### config.mk
export PLATFORM = sky130hd
export DESIGN_NAME = sys_array_tile_sequencer
export DESIGN_NICKNAME = d
export VERILOG_FILES = /design/src/rtl/sys_array_tile_sequencer.sv
export SDC_FILE = /design/constraint.sdc
export NUM_CORES = 1
export LEC_CHECK = 0
export ABC_AREA = 0
export CAP_MARGIN = 20
export CORE_MARGIN = 3
export CORE_UTILIZATION = 49
export CTS_BUF_LIST = sky130_fd_sc_hd__clkbuf_4
export DETAILED_ROUTE_END_ITERATION = 10
export HOLD_SLACK_MARGIN = 0.1
export PLACE_DENSITY = 0.87
export REMOVE_ABC_BUFFERS = 1
export SKIP_LAST_GASP = 1
export SYNTH_ARGS = -nofsm -noshare
export SYNTH_HDL_FRONTEND = slang
export SYNTH_SLANG_ARGS = --single-unit
### constraint.sdc
create_clock -name clk -period 4.6 [get_ports clk]
set_input_delay 1.15 -clock clk [delete_from_list [all_inputs] [get_ports clk]]
set_output_delay 1.15 -clock clk [all_outputs]
set_load 0.01 [all_outputs]
### src/rtl/sys_array_tile_sequencer.sv
// Tile job sequencer: walks an MxN output in array-sized tiles (K innermost) and issues one job per handshake.
// Optional feature: define TILE_SEQ_JOB_COUNT_EN to add the job_index / job_total outputs.
module sys_array_tile_sequencer #(
    parameter int ARRAY_W       = 4,
    parameter int ARRAY_L       = 4,
    parameter int ARRAY_MAX_A_W = 4,
    parameter int DIM_WIDTH     = 16
) (
    input  logic                   clk,
    input  logic                   reset,
    input  logic                   start,
    input  logic [DIM_WIDTH-1:0]   ARRAY_A_W,
    input  logic [DIM_WIDTH-1:0]   ARRAY_A_L,
    input  logic [DIM_WIDTH-1:0]   ARRAY_W_L,
    output logic                   job_valid,
    input  logic                   job_ready,
    output logic [DIM_WIDTH-1:0]   job_row_off,
    output logic [DIM_WIDTH-1:0]   job_col_off,
    output logic [DIM_WIDTH-1:0]   job_k_off,
    output logic [DIM_WIDTH-1:0]   job_rows,
    output logic [DIM_WIDTH-1:0]   job_cols,
    output logic [DIM_WIDTH-1:0]   job_k,
    output logic                   job_acc,
    output logic                   job_last,
    output logic                   busy,
    output logic                   ready,
`ifdef TILE_SEQ_JOB_COUNT_EN
    output logic [DIM_WIDTH-1:0]   job_index,
    output logic [2*DIM_WIDTH-1:0] job_total,
`endif
    output logic                   error
);

    localparam int XW = DIM_WIDTH + 1;
    localparam logic [XW-1:0] ROW_STEP = XW'(ARRAY_W);
    localparam logic [XW-1:0] COL_STEP = XW'(ARRAY_L);
    localparam logic [XW-1:0] K_STEP   = XW'(ARRAY_MAX_A_W);

    typedef enum logic {
        IDLE,
        ISSUE
    } state_t;

    state_t               state_q, state_d;
    logic [DIM_WIDTH-1:0] mDim_q, mDim_d;
    logic [DIM_WIDTH-1:0] kDim_q, kDim_d;
    logic [DIM_WIDTH-1:0] nDim_q, nDim_d;
    logic [DIM_WIDTH-1:0] rowOff_q, rowOff_d;
    logic [DIM_WIDTH-1:0] colOff_q, colOff_d;
    logic [DIM_WIDTH-1:0] kOff_q, kOff_d;
    logic                 error_q, error_d;

    logic [XW-1:0] rowRem, colRem, kRem;
    logic [XW-1:0] rowSize, colSize, kSize;
    logic [XW-1:0] rowNext, colNext, kNext;
    logic          rowEnd, colEnd, kEnd, allLast;
    logic          issuing, handshake, dimsOk;

    function automatic logic [XW-1:0] clipTo(input logic [XW-1:0] rem, input logic [XW-1:0] step);
        return (rem < step) ? rem : step;
    endfunction

    // Remaining extents and next offsets use one extra bit so neither can wrap near the top of the range.
    always_comb begin
        rowRem    = {1'b0, mDim_q} - {1'b0, rowOff_q};
        colRem    = {1'b0, nDim_q} - {1'b0, colOff_q};
        kRem      = {1'b0, kDim_q} - {1'b0, kOff_q};
        rowSize   = clipTo(rowRem, ROW_STEP);
        colSize   = clipTo(colRem, COL_STEP);
        kSize     = clipTo(kRem, K_STEP);
        rowNext   = {1'b0, rowOff_q} + ROW_STEP;
        colNext   = {1'b0, colOff_q} + COL_STEP;
        kNext     = {1'b0, kOff_q} + K_STEP;
        rowEnd    = rowNext >= {1'b0, mDim_q};
        colEnd    = colNext >= {1'b0, nDim_q};
        kEnd      = kNext >= {1'b0, kDim_q};
        allLast   = rowEnd && colEnd && kEnd;
        issuing   = (state_q == ISSUE);
        handshake = issuing && job_ready;
        dimsOk    = (ARRAY_A_W != '0) && (ARRAY_A_L != '0) && (ARRAY_W_L != '0);
    end

    always_comb begin
        state_d  = state_q;
        mDim_d   = mDim_q;
        kDim_d   = kDim_q;
        nDim_d   = nDim_q;
        rowOff_d = rowOff_q;
        colOff_d = colOff_q;
        kOff_d   = kOff_q;
        error_d  = 1'b0;
        case (state_q)
            IDLE: begin
                if (start) begin
                    if (dimsOk) begin
                        mDim_d   = ARRAY_A_W;
                        kDim_d   = ARRAY_A_L;
                        nDim_d   = ARRAY_W_L;
                        rowOff_d = '0;
                        colOff_d = '0;
                        kOff_d   = '0;
                        state_d  = ISSUE;
                    end else begin
                        error_d = 1'b1;
                    end
                end
            end
            ISSUE: begin
                if (job_ready) begin
                    // Odometer order: K wraps into column, column wraps into row.
                    if (allLast) begin
                        rowOff_d = '0;
                        colOff_d = '0;
                        kOff_d   = '0;
                        state_d  = IDLE;
                    end else if (!kEnd) begin
                        kOff_d = DIM_WIDTH'(kNext);
                    end else if (!colEnd) begin
                        kOff_d   = '0;
                        colOff_d = DIM_WIDTH'(colNext);
                    end else begin
                        kOff_d   = '0;
                        colOff_d = '0;
                        rowOff_d = DIM_WIDTH'(rowNext);
                    end
                end
            end
            default: state_d = IDLE;
        endcase
    end

    always_ff @(posedge clk) begin
        if (reset) begin
            state_q  <= IDLE;
            mDim_q   <= '0;
            kDim_q   <= '0;
            nDim_q   <= '0;
            rowOff_q <= '0;
            colOff_q <= '0;
            kOff_q   <= '0;
            error_q  <= 1'b0;
        end else begin
            state_q  <= state_d;
            mDim_q   <= mDim_d;
            kDim_q   <= kDim_d;
            nDim_q   <= nDim_d;
            rowOff_q <= rowOff_d;
            colOff_q <= colOff_d;
            kOff_q   <= kOff_d;
            error_q  <= error_d;
        end
    end

    // Offsets are already zero outside ISSUE; sizes and flags are forced to zero there.
    assign job_valid   = issuing;
    assign job_row_off = rowOff_q;
    assign job_col_off = colOff_q;
    assign job_k_off   = kOff_q;
    assign job_rows    = issuing ? DIM_WIDTH'(rowSize) : '0;
    assign job_cols    = issuing ? DIM_WIDTH'(colSize) : '0;
    assign job_k       = issuing ? DIM_WIDTH'(kSize) : '0;
    assign job_acc     = issuing && (kOff_q != '0);
    assign job_last    = issuing && allLast;
    assign busy        = issuing;
    assign ready       = !issuing;
    assign error       = error_q;

`ifdef TILE_SEQ_JOB_COUNT_EN
    logic [DIM_WIDTH-1:0]   jobIndex_q, jobIndex_d;
    logic [2*DIM_WIDTH-1:0] jobTotal_q, jobTotal_d;
    logic [XW-1:0]          rowBlocks, colBlocks, kBlocks;

    // The total is taken straight from the start-cycle dimensions so it is valid alongside the first job.
    always_comb begin
        rowBlocks  = ({1'b0, ARRAY_A_W} + XW'(ARRAY_W - 1)) / ROW_STEP;
        colBlocks  = ({1'b0, ARRAY_W_L} + XW'(ARRAY_L - 1)) / COL_STEP;
        kBlocks    = ({1'b0, ARRAY_A_L} + XW'(ARRAY_MAX_A_W - 1)) / K_STEP;
        jobTotal_d = jobTotal_q;
        jobIndex_d = jobIndex_q;
        if (!issuing) begin
            jobIndex_d = '0;
            if (start && dimsOk) begin
                jobTotal_d = (2*DIM_WIDTH)'(rowBlocks) * (2*DIM_WIDTH)'(colBlocks)
                           * (2*DIM_WIDTH)'(kBlocks);
            end
        end else if (handshake) begin
            jobIndex_d = allLast ? '0 : jobIndex_q + 1'b1;
        end
    end

    always_ff @(posedge clk) begin
        if (reset) begin
            jobIndex_q <= '0;
            jobTotal_q <= '0;
        end else begin
            jobIndex_q <= jobIndex_d;
            jobTotal_q <= jobTotal_d;
        end
    end

    assign job_index = jobIndex_q;
    assign job_total = jobTotal_q;
`endif

endmodule

==> results.cfg, run 1 <==
[final_layout]
drive_above_1_share_pct = 19.83
mostFrequentLayoutCell = nand2_1
final_nets = 1403
layout_common_cells = 147 x nand2_1, 104 x a21oi_1, 97 x clkdlybuf4s50_1, 97 x buf_4, 96 x inv_1
instances_no_fill = 1477
stdcell_area_um2 = 10560
diodes = 0
syn2layout_area_growth_pct = 31.25

[worst_setup_path]
worstPathArrival_ns = 3.45
crit_chain = ha_4 > nand3_2 > or3_4 > or4_4 > nor2_4 > xnor2_2 > ha_1 > a211o_1 > a21oi_2 > o221ai_2 > o211a_1 > and2_1 > buf_2
ff2ff_path_depth = 14
cpMaxStageDelayCell = or4_4
endpoint_kind = output port
regToRegSetupSlack_ns = 0.54
reg2reg_to = job_col_off[7]
worst_path_largest_cell_delay_ns = 0.46
worstReg2RegStart = job_col_off[2]
required_ns = 3.45
criticalPathCategory = reg -> out
cp-start-kind = flop
cp_max_fo = 2
crit_buf_inv = 1
crit_family = simple AND/OR/NAND/NOR gates
path_depth = 13

[floorplan]
num_rows = 46
die_w_um = 134.2
pin_count = 154
dieHeight_um = 134.2
core_area_um2 = 16000
start_util_pct = 50.30
die-area_um2 = 18000

[yosys]
yosysSeqAreaShare_pct = 22.88
synthArstFlopShare_pct = 0
ys.flop_type = dfxtp_1
synth_edf_count = 0
synth.cell_area_um2 = 8049
syn_avg_cell_area_um2 = 7.551
syn_inst = 1066
synth_cell_type_count = 73
yosys_warnings = 0
synth_seq_cells = 92

[clocking]
cts_tree = done
cts_buffers = 9
clockRootBuffer = clkbuf_4
clock_latency_ns = 0.49
path_clk_slew_ns = 0.15
cts_buffer_depth = 2
cts-htree-levels = 3
cts_sinks = 92

[detailed_routing]
firstDrtPassIters = 6
vias_per_cell = 5.769
drtAntennaViolNets = 0
dr_total_vias = 8521
wl_per_cell_um = 16.90
totalWireLength_mm = 24.96
drtIter0Drc = 723
remaining_drc_errors = 0

[pwr]
p_seq_share_pct = 40.9
irDropWorstVdd_v = 0.0001488
netSwitchingFraction_pct = 37.36
p_clk_share_pct = 20.2
p_comb_share_pct = 38.9
p_total_uw = 2084
switching_power_uw = 778.6
intPower_uw = 1305
p_per_area_nw_per_um2 = 197.3
p_leak_uw = 0.004257

[sta]
slew_viol_final = 0
setup_viol = 0
rsz0062_at_grt = yes
worst_pin_slew_ns = 0.8707
worst_clock_skew_ns = 0.01634
hold_viol_final = 0
fin_crit_ns = 4.596
fin_crit_sh_pct = 99.92
holdWs_ns = 0.4818
fmax_mhz = 217.6
timing.slew.headroom_pct = 41.95

[worst_hold_path]
hold_path_end = kDim_q[1]
hold_path_depth = 2
hp-start = kDim_q[1]
hp-class = reg -> reg

[placed_design]
io_buffers = 108
dp_cells = 1446
dpl_cell_area_um2 = 9759
gp_congestion = 0.9993
hpwlAfterDp_mm = 18.44

[global_route]
gr-usage-all-layers_pct = 26.07
grt_pass1_wl_mm = 38.31
overflow = 0
grt_max_degree = 52
antenna_found_initial = 1
grt_pass1_vias = 8010

[flow_run]
cap_violations = 0

[run_status]
status = complete, no violations
==> per-stage QoR <==
stage               worst slack (ns)    TNS, ns  utilization (%)
finish                      0.003779          0            66.02
global placement           -0.002546  -0.002546            60.99
CTS                          -0.1257    -0.1257            63.47
detailed placement          -0.05780   -0.05780            60.99
floorplan                     0.1174          0                -
global route                 -0.1625    -0.2546            66.02
==> worst reg2reg max path: cells and delay by family (launching register included) <==
family / cells / cell delay [ns]
flip-flops: 1 / 0.38
buffers and inverters: 1 / 0.18
adder cells (fa/ha/maj): 2 / 0.40
AO/OA/AOI/OAI: 4 / 0.61
AND/OR/NAND/NOR: 6 / 2.29
XOR/XNOR: 1 / 0.12
==> synth_stat cells, drive strengths merged (14+ instances only) <==
cell type / number / area share (%)
nand2: 147 / 6.9
a21oi: 113 / 7.0
inv: 103 / 4.8
ha: 95 / 15
dfxtp: 92 / 23
buf: 50 / 4.6
nor2: 50 / 2.4
xnor2: 46 / 5.0
nand3: 37 / 2.4
clkbuf: 28 / 1.3
o21ai: 24 / 1.5
nor4: 23 / 1.8
nand4: 17 / 1.3
a21o: 15 / 1.4
nand2b: 14 / 1.1
==> layout make-up <==
type | instances | area, µm²
clock buffers | 11 | 82.58
inverters | 104 | 396.6
repair buffers | 208 | 1814
well taps | 216 | 270.3
flip-flops and latches | 92 | 1882
multi-input cells | 841 | 6090
clock inverters | 5 | 28.78
fillers | 1325 | 5436
==> worst max-delay path by stage <==
stage	start	endpoint	slack [ns]
finish	job_col_off[2]	job_last	0.004
global route	job_col_off[2]	job_last	-0.16
CTS	job_col_off[2]	job_last	-0.13
detailed placement	job_col_off[2]	job_last	-0.06
global placement	job_col_off[2]	job_last	-0.003
floorplan	job_col_off[3]	job_last	0.12
==> cell families after synthesis <==
| family | count (synthesis) | synth area share, % |
|---|---|---|
| AND/OR/NAND/NOR | 366 | 22.71 |
| AO/OA/AOI/OAI | 265 | 21.65 |
| buffers and inverters | 182 | 10.76 |
| adder cells (fa/ha/maj) | 95 | 14.77 |
| flip-flops | 92 | 22.88 |
| XOR/XNOR | 55 | 5.985 |
| multiplexers | 9 | 1.150 |
| other | 2 | 0.09330 |
==> power by group through the flow <==
stage | Sequential, µW | Combinational (µW) | Clock, µW
after CTS | 848 | 728 | 423
after detailed placement | 866 | 688 | 0
after global routing | 856 | 881 | 460
after floorplan | 863 | 447 | 0
final | 852 | 811 | 420
after global placement | 866 | 674 | 0
==> routing by layer <==
layer / wire length [µm] / share of wire [%] / up-vias / track usage, %
li1: - / - / 4079 / -
met1: 10190 / 41 / 4016 / 32.10
met2: 12090 / 48 / 353 / 45.11
met3: 1829 / 7.3 / 71 / 5.101
met4: 835 / 3.3 / 2 / 9.729
met5: 14 / 0.056 / - / 0
==> timing repair <==
item / 4_1_cts / 5_1_grt
gates resized for setup: 82 / 88
setup endpoints to repair: 10 / 10
endpoints found under the hold margin: 0 / 0
pin swaps: 19 / 33
hold buffers: 0 / 0
cloned: 0 / 0
setup buffers: 11 / 6
==> sequential cells by signal, indices dropped and copies added, names as in the netlist <==
| name | flops |
|---|---|
| mDim_q | 16 |
| kDim_q | 16 |
| nDim_q | 16 |
| busy | 1 |
| error | 1 |
| job_col_off | 14 |
| job_k_off | 14 |
| job_row_off | 14 |
(Power assumes the default switching activity.)
==> run 2, diff against run 1 <==
--- a/config.mk
+++ b/config.mk
@@ -7,12 +7,15 @@
 export LEC_CHECK = 0
 export ABC_AREA = 0
 export CAP_MARGIN = 20
+export CELL_PAD_IN_SITES_DETAIL_PLACEMENT = 1
+export CELL_PAD_IN_SITES_GLOBAL_PLACEMENT = 1
 export CORE_MARGIN = 3
-export CORE_UTILIZATION = 49
+export CORE_UTILIZATION = 36
 export CTS_BUF_LIST = sky130_fd_sc_hd__clkbuf_4
+export CTS_CLUSTER_DIAMETER = 80
 export DETAILED_ROUTE_END_ITERATION = 10
 export HOLD_SLACK_MARGIN = 0.1
-export PLACE_DENSITY = 0.87
+export PLACE_DENSITY = 0.88
 export REMOVE_ABC_BUFFERS = 1
 export SKIP_LAST_GASP = 1
 export SYNTH_ARGS = -nofsm -noshare
==> results.cfg, run 2 (synthesis gave the netlist of run 1 again) <==
[placed_design]
dp_slack_ns = -0.1884
gp_congestion = 0.9114
hpwlAfterDp_mm = 21.99
io_buffers = 108

[pwr]
irDropWorstVdd_v = 0.0001386
p_per_area_nw_per_um2 = 208.2
p_leak_uw = 0.004140

[detailed_routing]
remaining_drc_errors = 0
vias_per_cell = 5.516
firstDrtPassIters = 5
drtAntennaViolNets = 0
totalWireLength_mm = 28.45
wl_per_cell_um = 18.69
dr_total_vias = 8395
drtIter0Drc = 414

[floorplan]
die-area_um2 = 24190
die_w_um = 155.5
pin_count = 154
num_rows = 54
core_area_um2 = 21890
start_util_pct = 36.77
dieHeight_um = 155.5

[clocking]
clock_latency_ns = 0.47
ctsHoldBuffers = 0
cts_buffers = 9
cts_tree = done
cts_buffer_depth = 2
cts_sinks = 92
clockRootBuffer = clkbuf_4
cts-htree-levels = 3
path_clk_slew_ns = 0.15

[global_route]
gr-usage-all-layers_pct = 22.70
grt_pass1_vias = 8717
grt_pass1_wl_mm = 44.76
antenna_found_initial = 1
overflow = 0
grt_max_degree = 42

[worst_setup_path]
worstReg2RegStart = job_col_off[2]
worstPathArrival_ns = 3.60
cp-start-kind = flop
required_ns = 3.45
reg2reg_to = job_col_off[7]
endpoint_kind = output port
regToRegSetupSlack_ns = 0.32
cp_max_fo = 3
ff2ff_path_depth = 15
criticalPathCategory = reg -> out

[final_layout]
reg_top3 = kDim_q x16, mDim_q x16, nDim_q x16
final_nets = 1384
mostFrequentLayoutCell = nand2_1
layout_common_cells = 147 x nand2_1, 107 x a21oi_1, 99 x inv_1
drive_above_1_share_pct = 15.86
diodes = 0
syn2layout_area_growth_pct = 29.24

[sta]
hold_viol_final = 0
fin_tns_setup_ns = -0.1527
slew_viol_final = 0
setup_viol = 1
rsz0062_at_grt = yes
timing.slew.headroom_pct = 44.72
worst_pin_slew_ns = 0.8275
layout_setup_ws_ns = -0.1527
fmax_mhz = 210.4
fin_crit_ns = 4.753
worst_clock_skew_ns = 0.02062
fin_crit_sh_pct = 103.3

[worst_hold_path]
hold_path_end = job_col_off[14]
hp-start = job_col_off[14]
hp-class = reg -> reg
hold_path_depth = 2

[run_status]
violations = setup timing
status = finished, violations left

[flow_run]
cap_violations = 0
[run 2: cell types whose count changed in the layout (fill, tap and decap cells not counted), sizes merged]
cell           delta
clkinvlp          -1
bufinv            +2
buf              -19
clkinv            -1
clkdlybuf4s15     +2
dlygate4sd2       -1
clkbuf            -1
[run 2: layout make-up]
cell class                 instances  area (µm²)
fill                            2736       11490
multi-input combinational        841        5956
sequential                        92        1869
timing repair buffer             189        1672
inverter                         104       396.6
tap                              280       350.3
clock buffer                      11       82.58
clock inverter                     5       76.32
[run 2: what timing repair did]
item,in CTS,in global routing
resized for setup,88,44
pin swaps,19,22
cloned,0,0
endpoints found under the setup margin,10,8
buffers inserted,2,5
[run 2: critical path, cell delays in order, from the launching register on]
cell and delay, ns:
dfxtp_2 0.39, ha_4 0.14, nand3_2 0.08, or3_4 0.34, or4_4 0.52, nor2_4 0.15
xnor2_2 0.13, ha_1 0.28, o21a_1 0.13, o21ai_2 0.16, nand3b_1 0.17, o221ai_2 0.12
o211a_1 0.25, and2_4 0.17, buf_6 0.11
[run 2: worst max path at each step]
stage | cells after the start | to | slack (ns) | startpoint
floorplan | 13 | job_last | 0.12 | job_col_off[3]
global placement | 14 | job_last | -0.03 | job_col_off[2]
detailed placement | 14 | job_last | -0.19 | job_col_off[2]
CTS | 14 | job_last | -0.20 | job_col_off[3]
global route | 14 | job_last | -0.30 | job_col_off[2]
finish | 14 | job_last | -0.15 | job_col_off[2]
[run 2: stage by stage]
step / total power [µW] / cell area [µm²] / util (%) / hold WS, ns / instances
after floorplan: 1310 / 7757 / - / 0.4432 / 1037
after global placement: 1550 / 9757 / 44.57 / 0.4542 / 1499
after detailed placement: 1569 / 9757 / 44.57 / 0.4793 / 1499
after CTS: 2134 / 10170 / 46.47 / 0.4982 / 1517
after global routing: 2298 / 10400 / 47.52 / 0.5100 / 1522
final: 2166 / 10400 / 47.52 / 0.4888 / 1522
[run 2: per-layer routing]
| layer | vias up | track usage [%] | part of all wire (%) |
|---|---|---|---|
| li1 | 4033 | - | - |
| met1 | 4062 | 27.69 | 42 |
| met2 | 233 | 40.39 | 50 |
| met3 | 65 | 3.811 | 5.0 |
| met4 | 2 | 7.795 | 3.1 |
| met5 | - | 0 | 0.046 |
[run 2: where the power goes]
group	internal (µW)	switching, µW
clock	230	298
sequential	824	31.6
combinational	337	445
total	1390	774
==> run 3, diff against run 2 <==
--- a/config.mk
+++ b/config.mk
@@ -9,6 +9,7 @@
 export CAP_MARGIN = 20
 export CELL_PAD_IN_SITES_DETAIL_PLACEMENT = 1
 export CELL_PAD_IN_SITES_GLOBAL_PLACEMENT = 1
+export CORE_ASPECT_RATIO = 0.5
 export CORE_MARGIN = 3
 export CORE_UTILIZATION = 36
 export CTS_BUF_LIST = sky130_fd_sc_hd__clkbuf_4
==> results.cfg, run 3 (synthesis gave the netlist of run 1 again) <==
[run_status]
status = finished, violations left
violations = setup timing

[pwr]
netSwitchingFraction_pct = 39.27
p_seq_share_pct = 38.6
p_comb_share_pct = 37.1
p_leak_uw = 0.004267
p_clk_share_pct = 24.3
p_per_area_nw_per_um2 = 207.6
switching_power_uw = 871.5
irDropWorstVdd_v = 0.0001116
intPower_uw = 1348

[placed_design]
dpl_cell_area_um2 = 9789
gp_congestion = 0.8912
io_buffers = 108
hpwlAfterDp_mm = 23.22
dp_cells = 1515

[clocking]
ctsHoldBuffers = 0
cts_sinks = 92
cts-htree-levels = 3
cts_tree = done
clock_latency_ns = 0.53
cts_buffers = 9
cts_buffer_depth = 2
clockRootBuffer = clkbuf_4
path_clk_slew_ns = 0.16

[sta]
slew_viol_final = 0
worst_pin_slew_ns = 0.9774
layout_setup_ws_ns = -0.2426
hold_viol_final = 0
fin_crit_ns = 4.843
timing.slew.headroom_pct = 33.15
fmax_mhz = 206.5
rsz0062_at_grt = yes
worst_clock_skew_ns = 0.03145
setup_viol = 4
fin_crit_sh_pct = 105.3

[global_route]
overflow = 0
grt_pass1_vias = 8926
grt_pass1_wl_mm = 48.06
antenna_found_initial = 1
grt_max_degree = 55
gr-usage-all-layers_pct = 24.36

[floorplan]
die_w_um = 217.5
die-area_um2 = 24300
start_util_pct = 37.88
core_area_um2 = 21250
pin_count = 154
num_rows = 37
dieHeight_um = 111.7

[final_layout]
mostFrequentLayoutCell = nand2_1
drive_above_1_share_pct = 19.05
reg_top3 = kDim_q x16, mDim_q x16, nDim_q x16
final_nets = 1402
layout_common_cells = 147 x nand2_1, 103 x a21oi_1, 98 x buf_4
instances_no_fill = 1553
utilization_pct = 50.32
stdcell_area_um2 = 10690
syn2layout_area_growth_pct = 32.83

[detailed_routing]
dr_total_vias = 8761
firstDrtPassIters = 6
totalWireLength_mm = 32.52
vias_per_cell = 5.641
drtAntennaViolNets = 0
remaining_drc_errors = 0
drtIter0Drc = 610
wl_per_cell_um = 20.94

[worst_setup_path]
cp-start-kind = flop
endpoint_kind = output port
required_ns = 3.45
cp_max_fo = 3
worstPathArrival_ns = 3.69
criticalPathCategory = reg -> out

[flow_run]
cap_violations = 0

[worst_hold_path]
hp-class = reg -> reg
run 3: cell count changes in the layout (fill, tap and decap cells not counted), sizes merged:
cell / previous run / this run
diode: 0 / 1
bufinv: 2 / 1
clkbuf: 12 / 10
clkinvlp: 2 / 4
buf: 87 / 106
clkdlybuf4s15: 2 / 1
inv: 102 / 103
run 3: cell type report:
cell class                 instances  area [µm²]
antenna                            1       2.502
clock inverter                     7       93.84
clock buffer                       9       67.56
tap                              292       365.4
sequential                        92        1886
inverter                         104       404.1
multi-input combinational        841        6080
fill                            2601       10560
timing repair buffer             207        1793
run 3: metrics by stage:
| stage | total power [µW] | TNS, ns | worst slack, ns | hold slack [ns] |
|---|---|---|---|---|
| finish | 2219 | -0.2839 | -0.2426 | 0.4894 |
| global route | 2320 | -0.8074 | -0.3615 | 0.5093 |
| CTS | 2141 | -0.2370 | -0.2370 | 0.4911 |
| detailed placement | 1578 | -0.3053 | -0.2632 | 0.4701 |
| global placement | 1547 | -0.03345 | -0.03345 | 0.4587 |
| floorplan | 1310 | 0 | 0.1174 | 0.4432 |
run 3: path summary, 6_finish.rpt:
check / startpoint / endpoint / slack, ns / depth (start not counted)
hold reg to reg: kDim_q[1] / kDim_q[1] / 0.49 / 2
setup reg to reg: job_col_off[3] / job_col_off[7] / 0.31 / 15
hold / removal: kDim_q[1] / kDim_q[1] / 0.49 / 2
setup / recovery: job_col_off[3] / job_last / -0.24 / 14
run 3: critical path: stages (launching register included):
cell and delay (ns):
dfxtp_2 0.39, ha_4 0.14, nand3_2 0.08, or3_4 0.34, or4_4 0.53, nor2_4 0.15
xnor2_2 0.14, ha_1 0.28, o21a_1 0.14, o21ai_2 0.18, nand3b_1 0.17, o221ai_2 0.13
o211a_1 0.24, and2_4 0.16, buf_6 0.11
run 3: metal layers:
metal	routed length [µm]	share of wire [%]	GRT usage (%)	up-vias
li1	-	-	-	4070
met1	14020	43	30.93	4346
met2	16330	50	43.55	282
met3	1396	4.3	2.727	63
met4	776	2.4	7.335	0
met5	0	0	0	-
run 3: timing repair:
item,4_1_cts,5_1_grt
resized for setup,103,65
buffers inserted,8,14
pin swaps,15,24
endpoints found under the hold margin,0,0
endpoints found under the setup margin,10,10
run 3: power by group through the flow:
stage,Sequential [µW],Combinational (µW),Clock [µW]
final,857,823,539
after global routing,861,890,570
after CTS,856,745,541
after detailed placement,872,706,0
after global placement,870,677,0
after floorplan,863,447,0
